==> config.mk <==
export PLATFORM = sky130hd
export DESIGN_NAME = uart_tx_serializer
export DESIGN_NICKNAME = d
export VERILOG_FILES = /design/src/rtl/uart_pkg.sv /design/src/rtl/uart_bit_timer.sv /design/src/rtl/uart_tx_serializer.sv
export SDC_FILE = /design/constraint.sdc
export NUM_CORES = 1
export LEC_CHECK = 0
export BUFFER_PORTS_ARGS = -buffer_cell sky130_fd_sc_hd__buf_2
export CORE_ASPECT_RATIO = 0.5
export CORE_MARGIN = 2
export CORE_UTILIZATION = 45
export DETAILED_ROUTE_END_ITERATION = 10
export GPL_TIMING_DRIVEN = 0
export PLACE_DENSITY = 0.63
export SYNTH_ARGS = -nofsm -noshare
export SYNTH_HDL_FRONTEND = slang
export SYNTH_SLANG_ARGS = --single-unit
export TNS_END_PERCENT = 100
==> constraint.sdc <==
create_clock -name clk -period 3.4 [get_ports clk]
set_clock_uncertainty 0.1 [all_clocks]
set_input_delay 0.34 -clock clk [delete_from_list [all_inputs] [get_ports clk]]
set_output_delay 0.34 -clock clk [all_outputs]
set_load 0.01 [all_outputs]
==> src/rtl/uart_pkg.sv <==
// Shared UART definitions: frame states, parity modes and a parity helper.
// Used by both the transmit serializer and the receive side.
package uart_pkg;

   typedef enum logic [2:0] {
      ST_IDLE   = 3'd0,
      ST_START  = 3'd1,
      ST_DATA   = 3'd2,
      ST_PARITY = 3'd3,
      ST_STOP   = 3'd4
   } uart_state_e;

   localparam int PARITY_NONE = 0;
   localparam int PARITY_ODD  = 1;
   localparam int PARITY_EVEN = 2;

   // Parity over the low nbits of data; even mode is the plain XOR, odd its inverse.
   function automatic logic parity_of(input logic [8:0] data, input int nbits, input int mode);
      logic p;
      p = 1'b0;
      for (int i = 0; i < 9; i++) begin
         p = p ^ (data[i] & (i < nbits));
      end
      return (mode == PARITY_ODD) ? ~p : p;
   endfunction

endpackage

==> src/rtl/uart_bit_timer.sv <==
// Counts samp_clk enables within one bit period and flags the enable that ends it.
// Holding clear_i keeps the count at zero and suppresses bit_done_o.
module uart_bit_timer #(
   parameter int OVERSAMPLE = 16
) (
   input  logic clk,
   input  logic rst_n,
   input  logic clear_i,
   input  logic tick_i,
   output logic bit_done_o
);

   localparam int CW = (OVERSAMPLE > 1) ? $clog2(OVERSAMPLE) : 1;
   localparam logic [CW-1:0] LAST_TICK = CW'(OVERSAMPLE - 1);

   logic [CW-1:0] cnt_q;
   logic [CW-1:0] cnt_d;

   // Next tick count: wraps on the enable that closes the bit.
   always_comb begin
      cnt_d = cnt_q;
      if (clear_i) begin
         cnt_d = '0;
      end else if (tick_i) begin
         if (cnt_q == LAST_TICK) begin
            cnt_d = '0;
         end else begin
            cnt_d = cnt_q + CW'(1'b1);
         end
      end else begin
         cnt_d = cnt_q;
      end
   end

   // Tick count register.
   always_ff @(posedge clk or negedge rst_n) begin
      if (!rst_n) begin
         cnt_q <= '0;
      end else begin
         cnt_q <= cnt_d;
      end
   end

   assign bit_done_o = tick_i & ~clear_i & (cnt_q == LAST_TICK);

endmodule

==> src/rtl/uart_tx_serializer.sv <==
// UART transmitter: accepts a word on valid/ready and sends start, data (LSB first),
// optional parity and stop bits, each lasting OVERSAMPLE samp_clk enables.
module uart_tx_serializer
   import uart_pkg::*;
#(
   parameter int DATA_BITS  = 8,
   parameter int OVERSAMPLE = 16,
   parameter int PARITY     = 0,
   parameter int STOP_BITS  = 1
) (
   input  logic                 clk,
   input  logic                 rst_n,
   input  logic                 samp_clk,
   input  logic [DATA_BITS-1:0] in_data,
   input  logic                 in_valid,
   output logic                 in_ready,
   output logic                 out,
   output logic                 busy
);

   localparam int BW = $clog2(DATA_BITS);
   localparam logic [BW-1:0] LAST_BIT  = BW'(DATA_BITS - 1);
   localparam logic          STOP_LAST = 1'(STOP_BITS - 1);

   uart_state_e          state_q, state_d;
   logic [DATA_BITS-1:0] shift_q, shift_d;
   logic [BW-1:0]        bit_cnt_q, bit_cnt_d;
   logic                 stop_cnt_q, stop_cnt_d;
   logic                 par_q, par_d;
   logic                 out_q, out_d;
   logic                 busy_q, busy_d;
   logic                 ready_q, ready_d;
   logic                 bit_done_s;

   // The timer is held cleared while idle, so an enable in the accept cycle is not counted.
   uart_bit_timer #(
      .OVERSAMPLE(OVERSAMPLE)
   ) u_bit_timer (
      .clk       (clk),
      .rst_n     (rst_n),
      .clear_i   (state_q == ST_IDLE),
      .tick_i    (samp_clk),
      .bit_done_o(bit_done_s)
   );

   // Frame sequencing; out_d always carries the value of the bit that starts on this edge.
   always_comb begin
      state_d    = state_q;
      shift_d    = shift_q;
      bit_cnt_d  = bit_cnt_q;
      stop_cnt_d = stop_cnt_q;
      par_d      = par_q;
      out_d      = out_q;
      busy_d     = busy_q;
      ready_d    = ready_q;
      case (state_q)
         ST_IDLE: begin
            ready_d = 1'b1;
            if (in_valid && ready_q) begin
               state_d    = ST_START;
               shift_d    = in_data;
               par_d      = parity_of(9'(in_data), DATA_BITS, PARITY);
               bit_cnt_d  = '0;
               stop_cnt_d = 1'b0;
               out_d      = 1'b0;
               busy_d     = 1'b1;
               ready_d    = 1'b0;
            end else begin
               out_d  = 1'b1;
               busy_d = 1'b0;
            end
         end
         ST_START: begin
            if (bit_done_s) begin
               state_d   = ST_DATA;
               out_d     = shift_q[0];
               shift_d   = {1'b0, shift_q[DATA_BITS-1:1]};
               bit_cnt_d = '0;
            end else begin
               state_d = ST_START;
            end
         end
         ST_DATA: begin
            if (bit_done_s && (bit_cnt_q == LAST_BIT)) begin
               if (PARITY != PARITY_NONE) begin
                  state_d = ST_PARITY;
                  out_d   = par_q;
               end else begin
                  state_d    = ST_STOP;
                  out_d      = 1'b1;
                  stop_cnt_d = 1'b0;
               end
            end else if (bit_done_s) begin
               out_d     = shift_q[0];
               shift_d   = {1'b0, shift_q[DATA_BITS-1:1]};
               bit_cnt_d = bit_cnt_q + BW'(1'b1);
            end else begin
               state_d = ST_DATA;
            end
         end
         ST_PARITY: begin
            if (bit_done_s) begin
               state_d    = ST_STOP;
               out_d      = 1'b1;
               stop_cnt_d = 1'b0;
            end else begin
               state_d = ST_PARITY;
            end
         end
         ST_STOP: begin
            if (bit_done_s && (stop_cnt_q == STOP_LAST)) begin
               state_d = ST_IDLE;
               out_d   = 1'b1;
               busy_d  = 1'b0;
               ready_d = 1'b1;
            end else if (bit_done_s) begin
               stop_cnt_d = stop_cnt_q + 1'b1;
            end else begin
               state_d = ST_STOP;
            end
         end
         default: begin
            state_d = ST_IDLE;
            out_d   = 1'b1;
            busy_d  = 1'b0;
            ready_d = 1'b0;
         end
      endcase
   end

   // State and output registers; reset forces the line high without waiting for a clock.
   always_ff @(posedge clk or negedge rst_n) begin
      if (!rst_n) begin
         state_q    <= ST_IDLE;
         shift_q    <= '0;
         bit_cnt_q  <= '0;
         stop_cnt_q <= 1'b0;
         par_q      <= 1'b0;
         out_q      <= 1'b1;
         busy_q     <= 1'b0;
         ready_q    <= 1'b0;
      end else begin
         state_q    <= state_d;
         shift_q    <= shift_d;
         bit_cnt_q  <= bit_cnt_d;
         stop_cnt_q <= stop_cnt_d;
         par_q      <= par_d;
         out_q      <= out_d;
         busy_q     <= busy_d;
         ready_q    <= ready_d;
      end
   end

   assign in_ready = ready_q;
   assign out      = out_q;
   assign busy     = busy_q;

endmodule

=== Word level (Yosys, flattened, before mapping) ===
Index checks and enable logic that the tools add are counted.

* Bits in registers: 22
* Input bits: 12
* Output and inout port bits: 3
* Word-level logic and storage cells: 83

* $add $sub $neg: 3
* Eq/ne operators: 17
* Mux-type cells: 36
* Bitwise logic cells: 5
* Reductions and logical operators: 14

{| class="wikitable"
|+ Operators with widths
! operator !! count
|-
| 2-to-1 mux 3 bit || 10
|-
| 2-to-1 mux 8 bit || 3
|-
| one-hot mux 8 bit (3 select lines) || 1
|-
| inequality test 2 bit (second input constant) || 9
|-
| one-hot mux 3 bit (5 select lines) || 1
|-
| 2-to-1 mux 1 bit || 12
|-
| 2-to-1 mux 4 bit || 3
|-
| one-hot mux 3 bit (3 select lines) || 1
|-
| == test 3 x 2 -> 1 bit (second input constant) || 2
|-
| == test 3 bit (second input constant) || 2
|-
| inequality test 3 bit (second input constant) || 2
|-
| one-hot mux 1 bit (3 select lines) || 2
|-
| AND reduction 3 bit || 2
|-
| AND reduction 6 bit || 1
|-
| one-hot mux 1 bit (5 select lines) || 1
|-
| AND reduction 5 bit || 1
|-
| adder 4 x 1 -> 4 bit (second input constant) || 1
|-
| == test 4 bit (second input constant) || 1
|-
| one-hot mux 1 bit (4 select lines) || 1
|-
| AND reduction 2 bit || 2
|-
| nonzero test 4 bit || 1
|-
| adder 3 x 1 -> 3 bit (second input constant) || 1
|-
| == test 3 x 1 -> 1 bit (second input constant) || 1
|-
| logical AND 1 bit || 3
|-
| 8 further kinds || 11
|}

=== Depth between registers and ports, before layout ===
* Depth in word-level cells: 7
* Depth in mapped cells: 7

=== Cells and area by module ===
A second synthesis with hierarchy kept.

* Cells, all modules: 118
* Area total of the unflattened synthesis: 1,208.7 um^2

{| class="wikitable"
|+ Modules (own cells, without submodules)
! module !! times used !! cells each !! area each (um^2) !! sequential area each (um^2)
|-
| uart_tx_serializer || 1 || 97 || 1,006.0 || 451.7
|-
| uart_bit_timer || 1 || 21 || 202.7 || 100.1
|}

=== Worst setup path after synthesis ===
Ideal clock, no wire load.

* Kind: register -> register
* From: reg bit_cnt_q[0]
* To: reg bit_cnt_q[0]
* Arrival time: 1.714 ns
* Data required time: 3.173 ns
* Slack: 1.459 ns
* Cell stages (with the launch flop): 8
* Path buffers: 1
* Path through: dfrtp_1 -> ha_1 -> ha_1 -> nor2_1 -> nand3_2 -> a31oi_4 -> buf_8 -> mux2_1

* Word-level cells in the longest chain between the ends: 4
* Elaborated cells on any way between the ends: 8

{| class="wikitable"
|+ RTL lines
! item !! RTL line !! source
|-
| from (decl) || uart_tx_serializer.sv:27 || <nowiki>logic [BW-1:0] bit_cnt_q, bit_cnt_d;</nowiki>
|-
| from (signal assigned) || uart_tx_serializer.sv:145 || <nowiki>bit_cnt_q <= bit_cnt_d;</nowiki>
|-
| adder 3 x 1 -> 3 bit / == test 3 bit (equally long branches) || uart_tx_serializer.sv:96, uart_tx_serializer.sv:84 ||
|-
| 2-to-1 mux 3 bit / logical AND 1 bit (equally long branches) || uart_tx_serializer.sv:93, uart_tx_serializer.sv:84 ||
|-
| 2-to-1 mux 3 bit / inequality test 2 bit (equally long branches) || - ||
|-
| one-hot mux 3 bit (3 select lines) / AND reduction 5 bit (equally long branches) || - ||
|}

Several ways; a longest one is shown, not always the timed one. The select of a mux whose other input is x is not followed.
A chain may end at the register's enable or synchronous reset.

=== Worst setup path in the final report ===
Same ends and word-level chain as after synthesis.

==> PnR_summary.wiki <==
{| class="wikitable"
! Metric !! Value
|-
| Height of the die || 40.5 um
|-
| CP startpoint || bit_cnt_q[0]
|-
| Class of the most critical hold timing path || input pin to register
|-
| Cell at the root of the clock tree || sky130_fd_sc_hd__clkbuf_8
|-
| Number of buffers on the longest clock path || 2
|-
| DR iter-0 viols || 23
|-
| Share of synthesized area spent on multiplexers || ~19%
|-
| Max-slew headroom || between 60% and 70%
|-
| Resize count post-CTS || 0
|-
| Setup repair after global routing missed its margin || no
|-
| Starting density of the core || between 40% and 50%
|-
| Setup tns final || 0 ns
|-
| Fillers || between 200 and 250
|-
| Cell breakdown of the critical path || ha_1, ha_1, nor2_1, nand3_2, a31oi_4, buf_8, mux2_1
|-
| Sequential cell area || between 500 and 600 um2
|-
| Count of endpoints failing setup in the final report || 0
|-
| Via density per instance || slightly above 5
|-
| Upper clock frequency limit || 482 MHz
|-
| Fraction of the yosys area taken by sequential cells || about 46%
|-
| Core region area || 0.00255 mm2
|-
| Latest clock arrival within the worst-skew pair || roughly 0.26 ns
|-
| Slew Viols, Final || 0
|-
| Die W || approximately 77 um
|-
| Cell area after synthesis || 0.00120 mm2
|-
| Maximum vdd ir drop || 0.000339 V
|-
| Time the worst path needs with I/O delays and setup || roughly 2.1 ns
|-
| Minimum setup slack in the final design || 1.32 ns
|-
| Data required time of the critical path || roughly 3.5 ns
|-
| Per-cell routed wire length || around 12 um
|-
| Slew of the pin with the lowest slew margin || between 0.5 and 0.6 ns
|-
| Slowest cell on crit path || sky130_fd_sc_hd__dfrtp_1
|-
| TritonCTS Buffers || 3
|-
| Via count of the first global-routing pass || ~740
|-
| Hold violation count in the final report || 0
|-
| Crit-path max FO || 10
|-
| Kind of end point of the critical path || register
|-
| Share of layout cells above drive strength 1 || approximately 27%
|-
| Async set-or-reset flop fraction in the synthesized netlist || between 90% and 100%
|-
| Area growth, synth to finish || 13.9%
|-
| Most common flop cell mapped by yosys || sky130_fd_sc_hd__dfrtp_1
|-
| Result of the run || finished, final reports clean
|-
| Placed standard-cell area || 0.00131 mm2
|-
| CTS clock-pin slew for the worst setup and hold paths || 0.08 ns
|-
| Placer Congestion || between 0.7 and 0.8
|-
| Number of H-tree levels || 1
|-
| Final period utilization || about three fifths
|-
| CTS Hold Buffers Added || 1
|-
| Compound-gate portion of the synthesized area || approximately an eighth
|-
| Number of instances in the synthesized netlist || ~110
|-
| Simple-gate portion of the synthesized area || 13.5%
|-
| Critical path start-end classification || register to register
|-
| Total Routed Length || 2.00 mm
|-
| Number of flops mapped to enable cells by yosys || 0
|-
| Multi-input combinational cell area || a little under 600 um2
|-
| Most frequent CP cell || sky130_fd_sc_hd__ha_1
|-
| Number of sinks on the clock net || 22
|-
| Port Buffers || 13
|-
| Drt pass-1 iters || 4
|-
| Unique cell type count in the Yosys netlist || 37
|-
| Post-CTS setup buffer count || 0
|-
| Pwr Density || just over 700 mW/mm2
|-
| Total congestion overflow after global routing || 0
|-
| Hold path cells || 2
|-
| Minimum setup slack after placement || between 1 and 1.5 ns
|-
| Synth warnings || 0
|-
| Reg2Reg Depth || 7
|-
| Number of rows in the core area || 13
|-
| Post-layout power || 0.993 mW
|-
| Post-placement cell count || approximately 160
|-
| Count of unresolved DRC violations after routing || 0
|-
| Boundary pin count || 15
|-
| CP arrival || 2.13 ns
|-
| Global-route wire length before repair || between 3 and 4 mm
|-
| Adder-Cell Fraction of Synth Area || ~3.1%
|-
| Mean post-synth cell area || 11.3 um2
|-
| Ant diodes || 0
|-
| Via Count || around 820
|-
| Cell area after layout || between 0.001 and 0.0015 mm2
|-
| Maximum number of pins on one net before global-route repair || 23
|-
| Max cap viols || 0
|-
| Critical Path Sink || bit_cnt_q[0]
|-
| Detail Route Antenna Nets || 0
|-
| Mapped Nets || around 120
|-
| Overall global routing resource usage || about 15%
|-
| CTS tree || done
|-
| CP startpoint kind || register
|-
| Die Area || 0.00311 mm2
|-
| Number of antenna violations at the first check in global routing || 0
|-
| Stage delay of the slowest cell on the critical path || roughly 0.40 ns
|-
| Final layout net count || 140
|-
| Dominant combinational cell family by area after synthesis || multiplexers
|-
| Leakage Power || roughly 0.63 nW
|-
| Reg-to-reg critical path startpoint || bit_cnt_q[0]
|-
| #FFs+latches synth || 22
|-
| HPWL after detailed placement || ~1.4 mm
|-
| Reg-to-reg setup timing slack || 1.32 ns
|-
| XOR/XNOR share of the synthesized area || less than 1%
|-
| Post-route insts no fill || 161
|-
| Worst R2R End || bit_cnt_q[0]
|}
[cells in the mapped netlist, types with 2 or more instances]
cell type | count | area, um2
sky130_fd_sc_hd__dfrtp_1 | 21 | 526
sky130_fd_sc_hd__ha_1 | 3 | 37.5
sky130_fd_sc_hd__nor3_1 | 4 | 20.0
sky130_fd_sc_hd__mux2i_1 | 4 | 40.0
sky130_fd_sc_hd__nand3_2 | 2 | 20.0
sky130_fd_sc_hd__nand2_1 | 6 | 22.5
sky130_fd_sc_hd__mux2_4 | 6 | 90.1
sky130_fd_sc_hd__o21ai_0 | 5 | 25.0
sky130_fd_sc_hd__inv_1 | 4 | 15.0
sky130_fd_sc_hd__a21oi_1 | 6 | 30.0
sky130_fd_sc_hd__mux2_1 | 8 | 90.1
sky130_fd_sc_hd__nand3_1 | 2 | 10.0
sky130_fd_sc_hd__buf_2 | 2 | 10.0
sky130_fd_sc_hd__nor2_1 | 9 | 33.8
sky130_fd_sc_hd__nand2b_1 | 2 | 12.5
[logic make-up (layout without fill, tap and decap cells)]
family | Yosys count | after routing
AOI/OAI and AO/OA | 21 | 21
muxes | 19 | 19
xor gates and xnor gates | 1 | 1
and+or+nand+nor | 31 | 31
adders and majority gates | 3 | 3
DFF | 22 | 22
buffers and inverters | 9 | 27
[worst max-delay path: cells and delay by family (launching register included)]
kind / cells / cell delay, ns
and+or+nand+nor: 2 / 0.35
buffers and inverters: 1 / 0.18
adders and majority gates: 2 / 0.40
DFF: 1 / 0.40
muxes: 1 / 0.32
AOI/OAI and AO/OA: 1 / 0.22
[cell type report]
class	instances	share of cell area (%)
Buffer	5	2.66
Clock buffer	4	3.30
Inverter	4	1.10
Multi-Input combinational cell	75	43.6
Sequential cell	22	40.5
Tap cell	37	3.39
Timing Repair Buffer	14	5.50
[sequential cells by signal, indices dropped and copies added, names as in the netlist]
name,flops
bit_cnt_q,3
busy,1
in_ready,1
out,1
shift_q,8
state_q,3
stop_cnt_q,1
u_bit_timer.cnt_q,4
[layout by cell type (no fill, tap or decap), drive strengths merged, types with 2 or more instances in the layout]
master / Yosys / layout
a21oi: 7 / 7
a31oi: 2 / 2
buf: 4 / 17
clkbuf: 1 / 5
dfrtp: 21 / 21
ha: 3 / 3
inv: 4 / 4
mux2: 15 / 15
mux2i: 4 / 4
nand2: 6 / 6
nand2b: 2 / 2
nand3: 4 / 4
nor2: 10 / 10
nor3: 4 / 4
o21ai: 5 / 5
[worst min-delay path by stage]
stage,startpoint,to
detailed placement,rst_n,u_bit_timer.cnt_q[1]
global route,in_data[7],shift_q[7]
floorplan,rst_n,bit_cnt_q[0]
CTS,in_data[7],shift_q[7]
global placement,rst_n,u_bit_timer.cnt_q[1]
finish,in_data[7],shift_q[7]
[layer usage]
| metal | global-route usage (%) | up-vias | share of wire [%] |
|---|---|---|---|
| met2 | 23.2 | 17 | 43 |
| li1 | - | 413 | - |
| met4 | 3.18 | 0 | 0.60 |
| met1 | 19.0 | 382 | 51 |
| met5 | 0 | - | 0 |
| met3 | 6.08 | 3 | 5.7 |
[metrics by stage]
step / utilization, % / hold WS (ns)
after detailed placement: 51.2 / 0.235
after floorplan: - / -0.0556
final: 53.4 / 0.189
after global routing: 53.4 / 0.189
after CTS: 53.4 / 0.193
after global placement: 51.2 / 0.234
[power breakdown]
part           internal, mW  switching (mW)  leakage [nW]
sequential            0.361          0.0761         0.276
clock                0.0836          0.0840        0.0228
combinational         0.212           0.175         0.336
total                 0.657           0.336         0.634
(Power assumes the default switching activity.)
